**src/rtl/arm_mc_pkg.sv**
```systemverilog
// arm_mc_pkg: state codes and datapath select encodings shared by the multicycle controller and datapath
package arm_mc_pkg;
  typedef enum logic [3:0] {
    FETCH    = 4'd0,
    DECODE   = 4'd1,
    MEMADR   = 4'd2,
    MEMREAD  = 4'd3,
    MEMWB    = 4'd4,
    MEMWRITE = 4'd5,
    EXECR    = 4'd6,
    EXECI    = 4'd7,
    ALUWB    = 4'd8,
    BRANCH   = 4'd9
  } state_t;
  localparam logic [1:0] OP_DP = 2'b00;
  localparam logic [1:0] OP_MEM = 2'b01;
  localparam logic [1:0] OP_BR = 2'b10;
  localparam logic [1:0] OP_UNDEF = 2'b11;
  localparam logic [1:0] SRCA_REG = 2'b00;
  localparam logic [1:0] SRCA_PC = 2'b01;
  localparam logic [1:0] SRCB_REG = 2'b00;
  localparam logic [1:0] SRCB_IMM = 2'b01;
  localparam logic [1:0] SRCB_FOUR = 2'b10;
  localparam logic [1:0] RES_ALUOUT = 2'b00;
  localparam logic [1:0] RES_DATA = 2'b01;
  localparam logic [1:0] RES_ALURESULT = 2'b10;
endpackage

```
**src/rtl/mc_ctrl_decode.sv**
```systemverilog
// mc_ctrl_decode: state-to-control table; ports: state/op/mem_ready in, datapath and request controls out
module mc_ctrl_decode
  import arm_mc_pkg::*;
#(
  parameter int STATE_W = 4
) (
  input  logic [STATE_W-1:0] state,
  input  logic [1:0]         op,
  input  logic               mem_ready,
  output logic               ir_write,
  output logic               adr_src,
  output logic [1:0]         alu_src_a,
  output logic [1:0]         alu_src_b,
  output logic [1:0]         result_src,
  output logic               alu_op,
  output logic               next_pc,
  output logic               branch,
  output logic               reg_w,
  output logic               mem_w,
  output logic               illegal
);
  always_comb begin
    ir_write = 1'b0;
    adr_src = 1'b0;
    alu_src_a = SRCA_REG;
    alu_src_b = SRCB_REG;
    result_src = RES_ALUOUT;
    alu_op = 1'b0;
    next_pc = 1'b0;
    branch = 1'b0;
    reg_w = 1'b0;
    mem_w = 1'b0;
    illegal = 1'b0;
    case (state)
      STATE_W'(FETCH): begin
        alu_src_a = SRCA_PC;
        alu_src_b = SRCB_FOUR;
        result_src = RES_ALURESULT;
        ir_write = mem_ready;
        next_pc = mem_ready;
      end
      STATE_W'(DECODE): begin
        alu_src_a = SRCA_PC;
        alu_src_b = SRCB_FOUR;
        result_src = RES_ALURESULT;
        illegal = (op == OP_UNDEF);
      end
      STATE_W'(MEMADR): alu_src_b = SRCB_IMM;
      STATE_W'(MEMREAD): adr_src = 1'b1;
      STATE_W'(MEMWB): begin
        result_src = RES_DATA;
        reg_w = 1'b1;
      end
      STATE_W'(MEMWRITE): begin
        adr_src = 1'b1;
        mem_w = 1'b1;
      end
      STATE_W'(EXECR): alu_op = 1'b1;
      STATE_W'(EXECI): begin
        alu_src_b = SRCB_IMM;
        alu_op = 1'b1;
      end
      STATE_W'(ALUWB): reg_w = 1'b1;
      STATE_W'(BRANCH): begin
        alu_src_b = SRCB_IMM;
        result_src = RES_ALURESULT;
        branch = 1'b1;
      end
      default: ;
    endcase
  end
endmodule

```
**src/rtl/multicycle_main_fsm.sv**
```systemverilog
// multicycle_main_fsm: multicycle ARM main controller; ports: clk/Reset/Op/Funct/MemReady in, datapath controls and State out
module multicycle_main_fsm
  import arm_mc_pkg::*;
#(
  parameter int STATE_W = 4
) (
  input  logic               clk,
  input  logic               Reset,
  input  logic [1:0]         Op,
  input  logic [5:0]         Funct,
  input  logic               MemReady,
  output logic               IRWrite,
  output logic               AdrSrc,
  output logic [1:0]         ALUSrcA,
  output logic [1:0]         ALUSrcB,
  output logic [1:0]         ResultSrc,
  output logic               ALUOp,
  output logic               NextPC,
  output logic               Branch,
  output logic               RegW,
  output logic               MemW,
  output logic               Illegal,
  output logic [STATE_W-1:0] State
);
  logic [STATE_W-1:0] state_q;
  logic unused_funct;
  assign unused_funct = ^Funct[4:1];
  always_ff @(posedge clk) begin
    if (Reset) state_q <= STATE_W'(FETCH);
    else
      case (state_q)
        STATE_W'(FETCH): state_q <= MemReady ? STATE_W'(DECODE) : state_q;
        STATE_W'(DECODE):
          state_q <= (Op == OP_MEM) ? STATE_W'(MEMADR) :
                     (Op == OP_BR)  ? STATE_W'(BRANCH) :
                     (Op == OP_DP)  ? (Funct[5] ? STATE_W'(EXECI) : STATE_W'(EXECR)) :
                                      STATE_W'(FETCH);
        STATE_W'(MEMADR): state_q <= Funct[0] ? STATE_W'(MEMREAD) : STATE_W'(MEMWRITE);
        STATE_W'(MEMREAD): state_q <= MemReady ? STATE_W'(MEMWB) : state_q;
        STATE_W'(MEMWRITE): state_q <= MemReady ? STATE_W'(FETCH) : state_q;
        STATE_W'(EXECR), STATE_W'(EXECI): state_q <= STATE_W'(ALUWB);
        default: state_q <= STATE_W'(FETCH);
      endcase
  end
  // Reset forces the visible state to FETCH immediately so controls never act on a stale state
  assign State = Reset ? STATE_W'(FETCH) : state_q;
  mc_ctrl_decode #(.STATE_W(STATE_W)) u_dec (
    .state     (State),
    .op        (Op),
    .mem_ready (MemReady),
    .ir_write  (IRWrite),
    .adr_src   (AdrSrc),
    .alu_src_a (ALUSrcA),
    .alu_src_b (ALUSrcB),
    .result_src(ResultSrc),
    .alu_op    (ALUOp),
    .next_pc   (NextPC),
    .branch    (Branch),
    .reg_w     (RegW),
    .mem_w     (MemW),
    .illegal   (Illegal)
  );
endmodule

```
**config.mk**
```make
export PLATFORM = sky130hd
export DESIGN_NAME = multicycle_main_fsm
export DESIGN_NICKNAME = d
export VERILOG_FILES = /design/src/rtl/arm_mc_pkg.sv /design/src/rtl/mc_ctrl_decode.sv /design/src/rtl/multicycle_main_fsm.sv
export SDC_FILE = /design/constraint.sdc
export NUM_CORES = 1
export LEC_CHECK = 0
export ABC_AREA = 1
export CAP_MARGIN = 10
export CORE_MARGIN = 2
export CORE_UTILIZATION = 30
export DETAILED_ROUTE_END_ITERATION = 12
export PLACE_DENSITY = 0.69
export SETUP_SLACK_MARGIN = 0.2
export SLEW_MARGIN = 20
export SYNTH_ARGS = -nofsm -noshare
export SYNTH_HDL_FRONTEND = slang
export SYNTH_SLANG_ARGS = --single-unit
```
**constraint.sdc**
```tcl
create_clock -name clk -period 1.2 [get_ports clk]
set_input_delay 0.18 -clock clk [delete_from_list [all_inputs] [get_ports clk]]
set_output_delay 0.18 -clock clk [all_outputs]
set_load 0.02 [all_outputs]
```
Word-level counts from Yosys, hierarchy flattened
Index checks and enable logic that the tools add are counted.
- eq/ne operators: 21
- reduce and logical (&&, ||, !) cells: 11
- mux-type cells: 20
- operators with widths (kind ; count):
    4-bit by 3-bit == test with 1-bit output (second input constant) ; 7
    4-bit two-way mux ; 6
    4-bit case mux with 6 select lines ; 1
    4-bit by 2-bit == test with 1-bit output (second input constant) ; 4
    2-bit OR reduction ; 5
    1-bit two-way mux ; 9
    4-bit by 1-bit == test with 1-bit output (second input constant) ; 2
    4-bit == test (second input constant) ; 2
    4-bit zero test ; 2
    2-bit case mux with 2 select lines ; 2
    3-bit two-way mux ; 2
    2-bit != test (second input constant) ; 3
    3-bit OR reduction ; 2
    2-bit == test (second input constant) ; 2
    3-bit AND reduction ; 1
    2-bit by 1-bit == test with 1-bit output (second input constant) ; 1
    2-bit zero test ; 1
- flip-flop bits (word level): 4
- output and inout bits: 18

Longest topological paths before layout
- depth in word-level cells: 5
- depth in mapped cells: 8

Modules after synthesis
A second synthesis with hierarchy kept.
- cells, all modules: 86
- area total of the unflattened synthesis: 469.2 µm²
- by module, submodules not included (module ; cells an instance ; sequential area each (µm²) ; times used ; area each (µm²)):
    multicycle_main_fsm ; 49 ; 80.1 ; 1 ; 294.0
    mc_ctrl_decode ; 37 ; 0.0 ; 1 ; 175.2

Worst setup path before layout
OpenSTA, ideal clock, no wires.
- path type: register to output
- start: reg state_q[2]
- end: out RegW
- path slack: -0.281 ns
- path buffers: 0
- data arrival time: 1.301 ns
- cell stages (with the launch flop): 5
- path through: dfxtp_1 -> inv_2 -> nor2_1 -> nand2_1 -> a21oi_1
- cells in the longest elaborated chain, start to end: 4
- ends and longest elaborated chain (what ; line ; text):
    start, declared ; multicycle_main_fsm.sv:25 ; logic [STATE_W-1:0] state_q;
    start signal, assigned ; multicycle_main_fsm.sv:29 ; if (Reset) state_q <= STATE_W'(FETCH);
    start signal, assigned ; multicycle_main_fsm.sv:32 ; STATE_W'(FETCH): state_q <= MemReady ? STATE_W'(DECODE) : state_q;
    start signal, assigned ; multicycle_main_fsm.sv:34 ; state_q <= (Op == OP_MEM) ? STATE_W'(MEMADR) :
    4-bit two-way mux (*) ; multicycle_main_fsm.sv:46 ; assign State = Reset ? STATE_W'(FETCH) : state_q;
    net State[2] ; multicycle_main_fsm.sv:23 ; output logic [STATE_W-1:0] State
    4-bit by 3-bit == test with 1-bit output / 4-bit == test (equally long branches) ; mc_ctrl_decode.sv:34 ; case (state)
    2-bit OR reduction (no line) (*) ; n/a ;
    1-bit two-way mux (*) ; mc_ctrl_decode.sv:34 ;
    end, declared ; multicycle_main_fsm.sv:20 ; output logic RegW,
The timed path passes the listed nets; every way through them passes the cells marked *.

Worst setup path in the final report
- start: reg state_q[1]
- end: out ALUSrcB[0]
- cells in the longest elaborated chain, start to end: 4
- ends and longest elaborated chain (what ; line ; text):
    4-bit two-way mux (*) ; multicycle_main_fsm.sv:46 ;
    4-bit by 2-bit == test with 1-bit output (tied with other cells) ; mc_ctrl_decode.sv:34 ;
    3-bit OR reduction (no line) / 2-bit OR reduction (equally long branches) ; n/a ;
    2-bit case mux with 2 select lines (*) ; mc_ctrl_decode.sv:34 ;
    end, declared ; multicycle_main_fsm.sv:15 ; output logic [1:0] ALUSrcB,
Every way passes the cells marked *; elsewhere a longest branch is shown, timed or not.

==> flow_summary.json <==
{
  "run_status": "finished, violations left",
  "violations": "negative setup slack",
  "fmax_ghz": 0.702,
  "path_clk_slew_ns": 0.03,
  "multi_input_area_um2": 450,
  "powerDensity_nw_per_um2": 753,
  "avgViaCountPerCell": 4.68,
  "ios": 29,
  "ys_ff_latch": 4,
  "row_count": 14,
  "async_flop_share": 0,
  "max_stage_delay_ns": 0.39,
  "nNetsFinal": 154,
  "leakage_nw": 0.595,
  "hpwl_mm": 1.35,
  "final-hold-violation-count": 0,
  "clk-insertion-delay-late_ns": 0.23,
  "place_congestion": 0.902,
  "cts_made_buffers": 3,
  "worstSetupStartpointType": "register",
  "setup_viol": 19,
  "ys_top_cells_by_area": "nand2_1 (18%), dfxtp_1 (17%), inv_1 (9.6%)",
  "path_depth": 7,
  "dieArea_um2": 1890,
  "fin_skew_ns": 0.000610,
  "die_w_um": 43.5,
  "grt_max_degree": 6,
  "postSynthNetCount": 95,
  "globalRouteTotalUtil": 0.207,
  "grt-ovfl-total": 0,
  "fin_crit_ns": 1.42,
  "drt-wirelength-per-cell_um": 11.7,
  "clock_sinks": 4,
  "ys_types": 17,
  "whs_path_depth": 4,
  "fill_cells": 118,
  "vias": 735,
  "reg_top3": "state_q x4",
  "worstPathRequired_ns": 1.02,
  "drv_cap": 0,
  "cp-end-kind": "output pin",
  "coreArea_um2": 1490,
  "synth_edf_count": 0,
  "first_iter_violations": 19,
  "synth_top_area_share": 0.176,
  "yosys.area.top_type": "nand2_1",
  "synth_area_per_cell_um2": 5.57,
  "syn_area_um2": 468,
  "fin_ws_ns": -0.225,
  "die_height_um": 43.5,
  "seq_area_frac_synth": 0.171,
  "r2r_setup_slack_ns": -0.05,
  "dr.pass1.iters": 4,
  "clock_path_buffers": 2,
  "ys.flop_type": "dfxtp_1",
  "drive_above_1_share": 0.681,
  "cts_htree_levels": 1,
  "grt_pass1_vias": 743,
  "fin_tns_setup_ns": -2.65,
  "cp_top_family": "flip-flops",
  "postCtsHoldBufs": 0,
  "vdd_ir_drop_max_mv": 0.545,
  "port_buffers": 23,
  "finalWirelength_mm": 1.84,
  "grt_pass1_wl_mm": 2.98,
  "largest-register": "state_q",
  "layout.area.seq_um2": 92.6,
  "cts_tree": "yes",
  "min_path_type": "in -> reg",
  "timing.critical_path.buf_inv": 3,
  "largest_register_ffs": 4,
  "ys_warn_count": 0,
  "num_antenna_cells": 0,
  "r2r_cells": 9,
  "drc": 0,
  "arrival_ns": 1.24,
  "initial_core_util": 0.314,
  "critPathKind": "reg -> out",
  "synth.most_common_cell": "nand2_1",
  "crit_fanout": 4,
  "cts_root_buf": "clkbuf_4",
  "rsz0062_at_grt": "yes",
  "worstPathCellList": "inv_4, nand2_4, buf_12, nor2_4, a21oi_4, o21ai_4, buf_6",
  "syn_inst": 84,
  "cp_slowest_cell": "dfxtp_4",
  "ant_nets": 0,
  "fin_crit_sh": 1.19,
  "slew_viol_final": 0,
  "synthToLayoutAreaGrowth_pct": 152,
  "whs_ns": 0.554,
  "synthTopCellsByCount": "nand2_1 (22), inv_1 (12), nor2_1 (10), nand3_1 (8)",
  "antenna_found_initial": 0,
  "place_ws_ns": -0.792
}
-- per-layer routing --
layer / global-route usage / routed length (um) / up-vias
met5: 0 / 0 / -
met4: 0.103 / 60 / 0
met3: 0.0333 / 102 / 6
met2: 0.379 / 1020 / 33
met1: 0.228 / 649 / 330
li1: - / - / 366
-- layout make-up --
type,instances,share of cell area
multi-input cells,60,0.381
clock buffers,3,0.0191
flip-flops and latches,4,0.0784
inverters,16,0.0646
repair buffers,58,0.440
well taps,16,0.0169
-- power by group --
part | switching [mW] | total (mW) | leakage, nW | internal, mW
sequential | 0.0285 | 0.176 | 0.0353 | 0.147
combinational | 0.273 | 0.555 | 0.546 | 0.281
clock | 0.0473 | 0.159 | 0.0138 | 0.111
total | 0.349 | 0.889 | 0.595 | 0.540
-- kinds of logic after synthesis --
family | after synthesis | share of synthesized area
AND/OR/NAND/NOR | 51 | 0.529
buffers and inverters | 20 | 0.187
AO/OA/AOI/OAI | 8 | 0.104
flip-flops | 4 | 0.171
other | 1 | 0.00801
-- path summary, 6_finish.rpt --
| kind | start | to |
|---|---|---|
| hold reg to reg | state_q[0] | state_q[3] |
| setup / recovery | state_q[1] | ALUSrcB[0] |
| setup reg to reg | state_q[2] | state_q[2] |
| hold / removal | Reset | state_q[3] |
-- stage by stage --
step | cell area [um^2] | power, mW | instances | utilization
after floorplan | 594 | 0.425 | 84 | -
after global placement | 1030 | 0.645 | 146 | 0.691
after detailed placement | 1030 | 0.654 | 146 | 0.691
after CTS | 1120 | 0.870 | 152 | 0.752
after global routing | 1180 | 0.946 | 157 | 0.793
final | 1180 | 0.889 | 157 | 0.793
-- tightest hold or removal path, stage by stage --
cell,delay (ns)
dlygate4sd2_1,0.23
buf_6,0.14
buf_4,0.13
o31ai_2,0.06
-- placed cells by master (no fill, tap or decap), types with 2 or more instances in the layout --
| cell type | count |
|---|---|
| nor2_1 | 2 |
| nand2_1 | 18 |
| nand2_2 | 3 |
| clkdlybuf4s50_1 | 5 |
| clkbuf_4 | 3 |
| a21oi_4 | 3 |
| buf_6 | 16 |
| inv_1 | 10 |
| nand2_4 | 4 |
| inv_4 | 5 |
| nor2_2 | 5 |
| dfxtp_4 | 3 |
| nor2_4 | 10 |
| buf_4 | 34 |
| nand3_1 | 8 |
-- timing repair --
action,in CTS,in global routing
buffers inserted,3,5
gates resized for setup,111,6
pin swaps,6,2
endpoints found under the setup margin,21,21
hold endpoints to repair,0,0
Note: power is estimated with default switching activity, not from simulation.
==> edit: new RTL, same flow settings <==
Make the reset (`Reset`) asynchronous in one clocked block.
--- a/src/rtl/multicycle_main_fsm.sv
+++ b/src/rtl/multicycle_main_fsm.sv
@@ -26,5 +26,5 @@
   logic unused_funct;
   assign unused_funct = ^Funct[4:1];
-  always_ff @(posedge clk) begin
+  always_ff @(posedge clk or posedge Reset) begin
     if (Reset) state_q <= STATE_W'(FETCH);
     else
Formal check against the unedited RTL: no difference found for any inputs over 10 cycles, from zero or initial values and one cycle with Reset high; that may be too few to reach the edited logic, so the function may still have changed.
==> edit against the unedited design <==
The flow still finishes with violations (negative setup slack). Highest routed layer unchanged. Die area down 1.2%. Setup slack worse by 230 ps. Synthesized area down 1.3%. Non-clock buffer count up 12. Clock skew up 9.5 ps. Sequential cell count unchanged. Worst hold slack worse by 340 ps. Sequential share of layout area down 0.21 points. Design area up 15%. Wire length up 66%. Maximum frequency down 14%.
Power is left out: it rests on default switching activity, and per cell area and clock period it moved more than threefold.
==> edit: results (changes against the unedited design) <==
| Metric | Value |
|---|---|
| Status | `complete, but fails checks` |
| Failing checks | `negative setup slack` |
| Yosys Warn Count | `0 (unchanged)` |
| Synth unique cells | `23 (+6)` |
| Clock latency on the worst-skew pair | `260 ps (+30 ps)` |
| Synth async-reset ratio | `1.00 (+1.00)` |
| Placed Cells | `134 (-8.2%)` |
| Finished Layout Cells | `160 (+1.9%)` |
| Min Hold Slack | `209 ps (-345 ps)` |
| Clk root buf | `clkbuf_4` |
| CTS tree | `done` |
| Worst Skew | `10.2 ps (+9.55 ps)` |
| H-Tree Depth | `1 (unchanged)` |
| Seq/Total Area, Yosys | `0.217 (+0.0457)` |
| Most frequent cells after synthesis | `nand2_1, nor2_1, inv_1, nand3_1` |
| DR vias | `834 (+13%)` |
| HP Class | `primary input to asynchronous set/reset pin` |
| Crit Path Class | `flop to output port` |
| First-pass GRT wire length | `3950 um (+33%)` |
| R2R Path End | `state_q[3]` |
| Worst Path Arrival | `1480 ps (+240 ps)` |
| CP Max Fanout | `5 (+1)` |
| Placed instance area | `1010 um^2 (-1.8%)` |
| Initial antenna violation count | `0 (unchanged)` |
| Largest net degree at the start of global routing | `8 (+2)` |
| Vias in the first global route | `836 (+13%)` |
| Inserted Clock Buffers | `3 (unchanged)` |
| Critical path startpoint | `state_q[3]` |
| CP max stage cell | `dfrtp_2` |
| GRT Overall Usage | `0.293 (+0.0861)` |
| Slowest stage delay, CP | `460 ps (+70 ps)` |
| Ant diodes | `0 (unchanged)` |
| Final HPWL DP | `1350 um (about the same)` |
| Syn_nets | `84 (-12%)` |
| Clock Path Buffers | `2 (unchanged)` |
| Clock-pin transition on the worst setup and hold timing paths | `60 ps (+30 ps)` |
| Post-route setup slack | `-457 ps (-232 ps)` |
| PortBufs | `23 (unchanged)` |
| Share of layout cells above drive strength 1 | `0.771 (+0.0900)` |
| Setup TNS | `-6720 ps (-4070 ps)` |
| Slack of the worst reg-to-reg path | `-360 ps (-310 ps)` |
| DRT Pass-1 Iters | `4 (unchanged)` |
| Top Registers | `state_q: 4 flops` |
| Post-place setup slack | `-783 ps (+9.41 ps)` |
| CP delay by family, top | `flip-flops` |
| GP Congestion | `0.843 (-6.6%)` |
| Final setup vio count | `21 (+2)` |
| Synth Flop Type | `dfrtp_1` |
| Reg2Reg Depth | `7 (-2)` |
| Synthesized instance count | `73 (-13%)` |
| Detailed Route Iter0 Violations | `23 (+4)` |
| Synth area leaders | `dfrtp_1, nand2_1, nor2_1, nor2_4, nand3_1` |
| Drt total wl | `3040 um (+66%)` |
## edit: changes by cell type after synthesis, moves of 2 or more
cell and delta:
inv_1 -4, nand3_1 -2, o21ai_0 +2, dfrtp_1 +4, o21ai_1 -2, dfxtp_1 -4, nor2_2 -2, nand2_1 -5
## edit: cells by family (layout without fill, tap and decap cells)
group / after synthesis / after routing / synth area share
and+or+nand+nor: 43 / 43 / 0.499
buffers and inverters: 16 / 87 / 0.149
AOI/OAI and AO/OA: 9 / 9 / 0.127
DFF: 4 / 4 / 0.217
other: 1 / 1 / 0.00812
## edit: worst reg2reg max path, delay by kind of cell, from the launching register on
kind,cells,cell delay [ps]
AOI/OAI and AO/OA,1,230
buffers and inverters,4,520
DFF,1,460
and+or+nand+nor,2,270
## edit: timing repair
action | in CTS | in global routing
pin swaps | 11 | 5
resized for setup | 123 | 15
setup buffers | 18 | 4
setup endpoints to repair | 21 | 21
## edit: how the worst max path moves through the flow
| stage | to | cells after the start | slack, ps |
|---|---|---|---|
| floorplan | NextPC | 4 | -90 |
| global placement | RegW | 8 | -770 |
| detailed placement | RegW | 8 | -780 |
| CTS | Illegal | 5 | -350 |
| global route | Illegal | 5 | -510 |
| finish | Illegal | 5 | -460 |
## edit: layer usage
| metal | wire [um] | global-route usage | vias to the layer above |
|---|---|---|---|
| met3 | 176 | 0.0596 | 12 |
| met4 | 97 | 0.121 | 0 |
| met5 | 0 | 0 | - |
| met1 | 1100 | 0.319 | 401 |
| li1 | - | - | 373 |
| met2 | 1670 | 0.537 | 48 |
## edit: area by class of cell
cell class,count,area (um^2)
clock buffer,4,26.3
timing repair buffer,70,673
sequential,4,104
tap,16,20.0
multi-input combinational,53,477
fill,55,110
inverter,13,61.3
